## config.mk

```make
export PLATFORM = sky130hd
export DESIGN_NAME = vga_timing_gen
export DESIGN_NICKNAME = d
export VERILOG_FILES = /design/src/rtl/vga_timing_pkg.sv /design/src/rtl/vga_timing_gen_clk_en_div.sv /design/src/rtl/vga_timing_gen.sv
export SDC_FILE = /design/constraint.sdc
export NUM_CORES = 1
export LEC_CHECK = 0
export ABC_CLOCK_PERIOD_IN_PS = 7400
export BUFFER_PORTS_ARGS = -buffer_cell sky130_fd_sc_hd__buf_4
export CAP_MARGIN = 20
export CORE_UTILIZATION = 58
export CTS_CLUSTER_DIAMETER = 30
export DETAILED_ROUTE_END_ITERATION = 8
export PLACE_DENSITY_LB_ADDON = 0.2
export SLEW_MARGIN = 30
export SYNTH_ARGS = -nofsm -noshare
export SYNTH_HDL_FRONTEND = slang
export SYNTH_HIERARCHICAL = 1
export SYNTH_SLANG_ARGS = --single-unit
```

## constraint.sdc

```tcl
create_clock -name clk -period 7.4 [get_ports clk]
set_clock_uncertainty 0.1 [all_clocks]
set_input_delay 0.74 -clock clk [delete_from_list [all_inputs] [get_ports clk]]
set_output_delay 0.74 -clock clk [all_outputs]
set_load 0.005 [all_outputs]
```

## src/rtl/vga_timing_pkg.sv

```systemverilog
// VGA 640x480@60 timing constants and the visible window bounds
// shared with the rgb/game block for sprite clipping.
package vga_timing_pkg;

  localparam int COORD_W = 10;

  localparam int CLK_DIV = 4;

  localparam int H_TOTAL      = 800;
  localparam int H_SYNC       = 96;
  localparam int H_DISP_START = 144;
  localparam int H_DISP_END   = 783;

  localparam int V_TOTAL      = 525;
  localparam int V_SYNC       = 2;
  localparam int V_DISP_START = 35;
  localparam int V_DISP_END   = 514;

  localparam int VIS_X0 = H_DISP_START;
  localparam int VIS_X1 = H_DISP_END;
  localparam int VIS_Y0 = V_DISP_START;
  localparam int VIS_Y1 = V_DISP_END;

  typedef logic [COORD_W-1:0] coord_t;

endpackage

```

## src/rtl/vga_timing_gen_clk_en_div.sv

```systemverilog
// Modulo-DIV free-running counter; en is high in the last count
// of each period and serves as the pixel strobe.
module clk_en_div #(
  parameter int DIV = 4
) (
  input  logic clk,
  input  logic rst,
  output logic en
);

  localparam int W = (DIV > 1) ? $clog2(DIV) : 1;
  localparam logic [W-1:0] LAST = W'(DIV - 1);

  logic [W-1:0] cnt_q, cnt_d;

  always_comb begin
    cnt_d = (cnt_q == LAST) ? '0 : cnt_q + 1'b1;
  end

  always_ff @(posedge clk) begin
    if (rst) cnt_q <= '0;
    else     cnt_q <= cnt_d;
  end

  assign en = (cnt_q == LAST);

endmodule

```

## src/rtl/vga_timing_gen.sv

```systemverilog
// VGA raster counters with registered sync, bright and frame_tick
// decoded from the next counter values.
module vga_timing_gen #(
  parameter int CLK_DIV      = vga_timing_pkg::CLK_DIV,
  parameter int H_TOTAL      = vga_timing_pkg::H_TOTAL,
  parameter int H_SYNC       = vga_timing_pkg::H_SYNC,
  parameter int H_DISP_START = vga_timing_pkg::H_DISP_START,
  parameter int H_DISP_END   = vga_timing_pkg::H_DISP_END,
  parameter int V_TOTAL      = vga_timing_pkg::V_TOTAL,
  parameter int V_SYNC       = vga_timing_pkg::V_SYNC,
  parameter int V_DISP_START = vga_timing_pkg::V_DISP_START,
  parameter int V_DISP_END   = vga_timing_pkg::V_DISP_END
) (
  input  logic       clk,
  input  logic       rst,
  output logic       pix_en,
  output logic [9:0] hCount,
  output logic [9:0] vCount,
  output logic       hSync,
  output logic       vSync,
  output logic       bright,
  output logic       frame_tick
);

  import vga_timing_pkg::coord_t;

  localparam coord_t H_LAST = coord_t'(H_TOTAL - 1);
  localparam coord_t V_LAST = coord_t'(V_TOTAL - 1);
  localparam coord_t H_SW   = coord_t'(H_SYNC);
  localparam coord_t V_SW   = coord_t'(V_SYNC);
  localparam coord_t H_B0   = coord_t'(H_DISP_START);
  localparam coord_t H_B1   = coord_t'(H_DISP_END);
  localparam coord_t V_B0   = coord_t'(V_DISP_START);
  localparam coord_t V_B1   = coord_t'(V_DISP_END);
  localparam coord_t V_TICK = coord_t'(V_DISP_END + 1);

  coord_t h_q, h_d;
  coord_t v_q, v_d;
  logic   hs_q, hs_d;
  logic   vs_q, vs_d;
  logic   br_q, br_d;
  logic   ft_q, ft_d;
  logic   pix_en_w;

  clk_en_div #(.DIV(CLK_DIV)) u_div (
    .clk (clk),
    .rst (rst),
    .en  (pix_en_w)
  );

  always_comb begin
    h_d = h_q;
    v_d = v_q;
    if (pix_en_w) begin
      if (h_q == H_LAST) begin
        h_d = '0;
        v_d = (v_q == V_LAST) ? '0 : v_q + 1'b1;
      end else begin
        h_d = h_q + 1'b1;
      end
    end
  end

  // h_d can only be 0 under pix_en via a line wrap, so the tick
  // fires once on entry to the blanking start, not while held there.
  always_comb begin
    hs_d = (h_d >= H_SW);
    vs_d = (v_d >= V_SW);
    br_d = (h_d >= H_B0) && (h_d <= H_B1) &&
           (v_d >= V_B0) && (v_d <= V_B1);
    ft_d = pix_en_w && (h_d == '0) && (v_d == V_TICK);
  end

  always_ff @(posedge clk) begin
    if (rst) begin
      h_q  <= '0;
      v_q  <= '0;
      hs_q <= 1'b0;
      vs_q <= 1'b0;
      br_q <= 1'b0;
      ft_q <= 1'b0;
    end else begin
      h_q  <= h_d;
      v_q  <= v_d;
      hs_q <= hs_d;
      vs_q <= vs_d;
      br_q <= br_d;
      ft_q <= ft_d;
    end
  end

  assign pix_en     = pix_en_w;
  assign hCount     = h_q;
  assign vCount     = v_q;
  assign hSync      = hs_q;
  assign vSync      = vs_q;
  assign bright     = br_q;
  assign frame_tick = ft_q;

endmodule

```

==> Word level (Yosys, flattened, before mapping) <==
Index checks and enable logic that the tools add are counted.
{ "op_classes": {"addsub": 3, "magnitude_cmp": 6, "n_eq_ne": 4, "n_mux": 5, "reduce_logical": 7} }
{ "op_table": {"columns": ["op", "n"], "rows": [
  ["$mux 10", 5],
  ["$eq 10x10->1 const B", 3],
  ["$add 10x1->10 const B", 2],
  ["$le 10x10->1 const B", 2],
  ["$ge 10x2->1 const B", 1],
  ["$ge 10x6->1 const B", 1],
  ["$ge 10x7->1 const B", 1],
  ["$ge 10x8->1 const B", 1],
  ["$logic_not 10->1", 1],
  ["$logic_and 1x1->1", 5],
  ["$add 2x1->2 const B", 1],
  ["$eq 2x2->1 const B", 1],
  ["$reduce_or 2->1", 1]
]} }
{ "word_totals": {"reg_bits": 26, "output_inout_bits": 25} }

==> Logic depth before layout (Yosys ltp) <==
{ "depth": {"depth_word": 7, "mapped_depth": 10} }

==> Modules after synthesis <==
Netlist, hierarchy kept.
{ "modules_own_cells": {"columns": ["mod", "n_inst", "cells_each", "area_per_inst_um2", "seq_area_each_um2"], "rows": [
  ["vga_timing_gen", 1, 164, 1346.3, 480.5],
  ["clk_en_div", 1, 5, 75.1, 40.0]
]} }

==> Least setup slack after synthesis <==
OpenSTA, ideal clock, no wires.
{ "synth_timing": {"kind": "register to register", "from": "register u_div.cnt_q[0]", "to": "register br_q, in the netlist bright", "setup_time_ns": 0.086, "t_arrival_ns": 2.256, "t_required_ns": 7.214, "setup_slack_ns": 4.958, "path_stages_with_launch": 10, "n_path_buf": 1, "path_cell_list": "dfxtp_1 ha_1 buf_2 and4_1 nand4_2 a311o_1 o22a_1 and2_4 a211o_1 a221oi_2"} }
{ "synth_via": {"elab_chain_cells": 6, "word_cells_on_any_way": 10, "cone_classes": "4 x order compare; 1 x eq/ne; 2 x mux; 3 x reduce/logical"} }
{ "synth_rtl": {"columns": ["item", "line", "source"], "rows": [
  ["from (decl)", "vga_timing_gen_clk_en_div.sv:14", "logic [W-1:0] cnt_q, cnt_d;"],
  ["from (signal assigned)", "vga_timing_gen_clk_en_div.sv:22", "else cnt_q <= cnt_d;"],
  ["$eq 2x2->1 (*)", "vga_timing_gen_clk_en_div.sv:25", "assign en = (cnt_q == LAST);"],
  ["net pix_en", "vga_timing_gen.sv:16", "output logic pix_en,"],
  ["$mux 10", "vga_timing_gen.sv:54", "if (pix_en_w) begin"],
  ["$ge 10x8->1 / $le 10x10->1 (equally long branches)", "vga_timing_gen.sv:69", "br_d = (h_d >= H_B0) && (h_d <= H_B1) &&"],
  ["$logic_and 1x1->1 (2 in a row)", "vga_timing_gen.sv:69", null],
  ["$logic_and 1x1->1 (*)", "vga_timing_gen.sv:70", "(v_d >= V_B0) && (v_d <= V_B1);"],
  ["to (signal assigned)", "vga_timing_gen.sv:87", "br_q <= br_d;"],
  ["to (decl)", "vga_timing_gen.sv:41", "logic br_q, br_d;"]
]} }
The timed path passes the listed nets; every way through them passes the cells marked *.
A chain may end at the register's enable or synchronous reset.

==> Worst setup path after layout <==
{ "layout_timing": {"from": "register u_div.cnt_q[0]", "to": "register br_q, in the netlist bright"} }
{ "layout_via": {"elab_chain_cells": 6, "word_cells_on_any_way": 10, "cone_classes": "4 x order compare; 1 x eq/ne; 2 x mux; 3 x reduce/logical"} }
{ "layout_rtl": {"columns": ["item", "line"], "rows": [
  ["$eq 2x2->1 (*)", "vga_timing_gen_clk_en_div.sv:25"],
  ["$mux 10", "vga_timing_gen.sv:54"],
  ["$ge 10x8->1 / $le 10x10->1 (equally long branches)", "vga_timing_gen.sv:69"],
  ["$logic_and 1x1->1 (2 in a row)", "vga_timing_gen.sv:69"],
  ["$logic_and 1x1->1 (*)", "vga_timing_gen.sv:70"]
]} }
Every way passes the cells marked *; elsewhere a longest branch is shown, timed or not.

==> results.ini <==
[layout]
utilization_pct = 73.4
areaGrowthSynthToFinish_pct = 16.4
finalNonFillerCells = 221
layout.nets = 200
drive_gt1_share_pct = 19.7
diodes = 0

[pwr]
vdd_drop_max_v = 0.000119
power.share.sequential_pct = 62.2
p_sw_uw = 53.3
p_per_area_nw_per_um2 = 141
share_comb_of_total_power_pct = 6.7
p_clk_share_pct = 31.0
p_int_uw = 180
switching_share_pct = 22.8
p_leak_uw = 0.000646

[sta]
rsz0062_at_grt = no
worst_pin_slew_ns = 0.510
setup_viol = 0
max_freq_ghz = 0.362
relSlewSlack_pct = 65.7
period_minus_slack_ns = 2.76
post-route-period-util_pct = 37.3
final-hold-violation-count = 0
slew_violations = 0
final.setup.tns_ns = 0

[synth]
synthCells = 169
synth-edff-count = 0
synthFlopType = dfxtp_1
synth_area_per_cell_um2 = 8.41
ys_types = 41
syn_nets = 175
ys_warn_count = 6
synth_area_um2 = 1420
netlist.area_leader.share_pct = 36.6
yosysTopAreaCell = dfxtp_1
async_reset_ff_share_pct = 0
ys_seq_area_share_pct = 36.6
synth.area.top_cells = dfxtp_1, nor2_1, xnor2_1
ys_ff_latch = 26

[cts]
cts_setup_buffers = 0
cts_root_buf = clkbuf_4
clk_pin_slew_ns = 0.14
htreeDepth = 1
numCtsBuffers = 3
cts.sink_count = 26
cts_tree = built
clk_latency_ns = 0.32
cts_hold_buf = 0
clock_path_buffers = 2
cts_resized = 0

[detailed_routing]
drt-pass1-iter-count = 4
totalWireLength_um = 3120
drt_iter0_drc = 26
drcViolationCount = 0
vias = 1318
viasPerCell = 5.96
routedWlPerCell_um = 14.1
postRouteAntennaNets = 0

[floorplanning]
die_area_um2 = 2650
start_util_pct = 63.0
ios = 27
rows = 17
fp.coreArea_um2 = 2250
fp.dieH_um = 51.5
dieWidth_um = 51.5

[setup_path]
critical_path_required_ns = 7.55
slowest_delay_ns = 0.44
crit_path_top_delay_cell = ha_1
crit_buf_inv = 0
cp-start-kind = register
crit_type = register to register
crit_family = simple AND/OR/NAND/NOR gates
worstPathMaxFanout = 11
end_kind = register
worstPathArrival_ns = 2.91
crit_chain = ha_1, and4_1, nand4_2, o21ai_0, nand4_1, nor2_1, nand3_1, a221oi_2

[grt]
grt_pass1_vias = 1220
grt_pass1_wl_um = 5190
grtUsageTotal_pct = 25.5
grtUsageMet1_pct = 33.3
gr-usage-met3_pct = 3.51
antenna_found_initial = 0
use_met2_pct = 43.1
grt_start_max_net_pins = 23
grt-ovfl-total = 0
grt-busiest-layer = met2

[placement]
dp_cells = 217
gp_congestion = 0.842
io_buffers = 26
post-dp-hpwl_um = 2250

[worst_hold_path]
hp-class = register to register

[run]
maxCapViolCount = 0

[outcome]
outcome = finished clean

[power groups by stage]
stage / registers (uW) / logic [uW] / clock network (uW)
6_report: 145 / 15.7 / 72.5
5_1_grt: 146 / 17.7 / 79.0
4_1_cts: 145 / 15.6 / 74.5
3_5_place_dp: 148 / 15.5 / 0
3_3_place_gp: 148 / 15.2 / 0
2_1_floorplan: 148 / 9.93 / 0
[kinds of logic (layout without fill, tap and decap cells)]
family,after synthesis,in the layout,synth area share (%)
adders and majority gates,4,4,3.52
DFF,26,26,36.6
AOI/OAI and AO/OA,26,26,11.9
and+or+nand+nor,87,87,34.2
muxes,2,2,1.41
buffers and inverters,9,33,3.17
xor gates and xnor gates,15,15,9.24
[through the flow]
stage	instance area (um^2)	hold WS (ns)	total power (uW)	setup slack, ns
after CTS	1650	0.351	235	4.69
after detailed placement	1620	0.332	164	4.75
final	1650	0.349	234	4.64
after global placement	1620	0.313	163	4.83
after global routing	1650	0.368	242	4.46
after floorplan	1420	0.306	158	4.96
[cell type report]
class	count	area, um^2
multi-input cells	134	856
flip-flops and latches	26	520
repair buffers	26	195
inverters	3	11.3
well taps	28	35.0
clock buffers	4	36.3
fillers	183	601
[cell usage in the layout, fill, tap and decap left out, types with 2 or more instances in the layout]
cell type / n
a21oi_1: 9
nand4_2: 2
a31oi_1: 2
nand3_1: 10
nand4_1: 6
xor2_1: 6
and2_1: 3
dfxtp_1: 26
nor4_1: 2
nor3_1: 8
xnor2_1: 9
and4_1: 5
mux2i_1: 2
nor2_1: 24
ha_1: 4
o21ai_0: 6
and3b_1: 2
clkbuf_4: 3
nand2_1: 16
inv_1: 3
buf_4: 26
[routing by layer]
metal	share of wire, %	routed length [um]
met5	0	0
met4	1.2	38
met3	6.1	190
met2	47	1460
met1	46	1430
[registers in the layout, summed over array words and instances, names as in the netlist]
signal	flops
bright	1
hSync	1
hCount	10
vCount	10
frame_tick	1
u_div/cnt_q	2
vSync	1
[synth_stat cells, drive strengths merged (5+ instances only)]
master / instances
dfxtp: 26
nor2: 24
nand2: 16
nand3: 10
a21oi: 9
nor3: 9
xnor2: 9
nand4: 8
and4: 6
o21ai: 6
xor2: 6
buf: 5
[final timing paths]
check                                    start              to  slack [ns]  cells after the start
worst min register to register  u_div/cnt_q[0]  u_div/cnt_q[0]        0.35                      1
worst max-delay path            u_div/cnt_q[0]          bright        4.64                      8
worst max register to register  u_div/cnt_q[0]          bright        4.64                      8
worst min-delay path            u_div/cnt_q[0]  u_div/cnt_q[0]        0.35                      1
(Power assumes the default switching activity.)
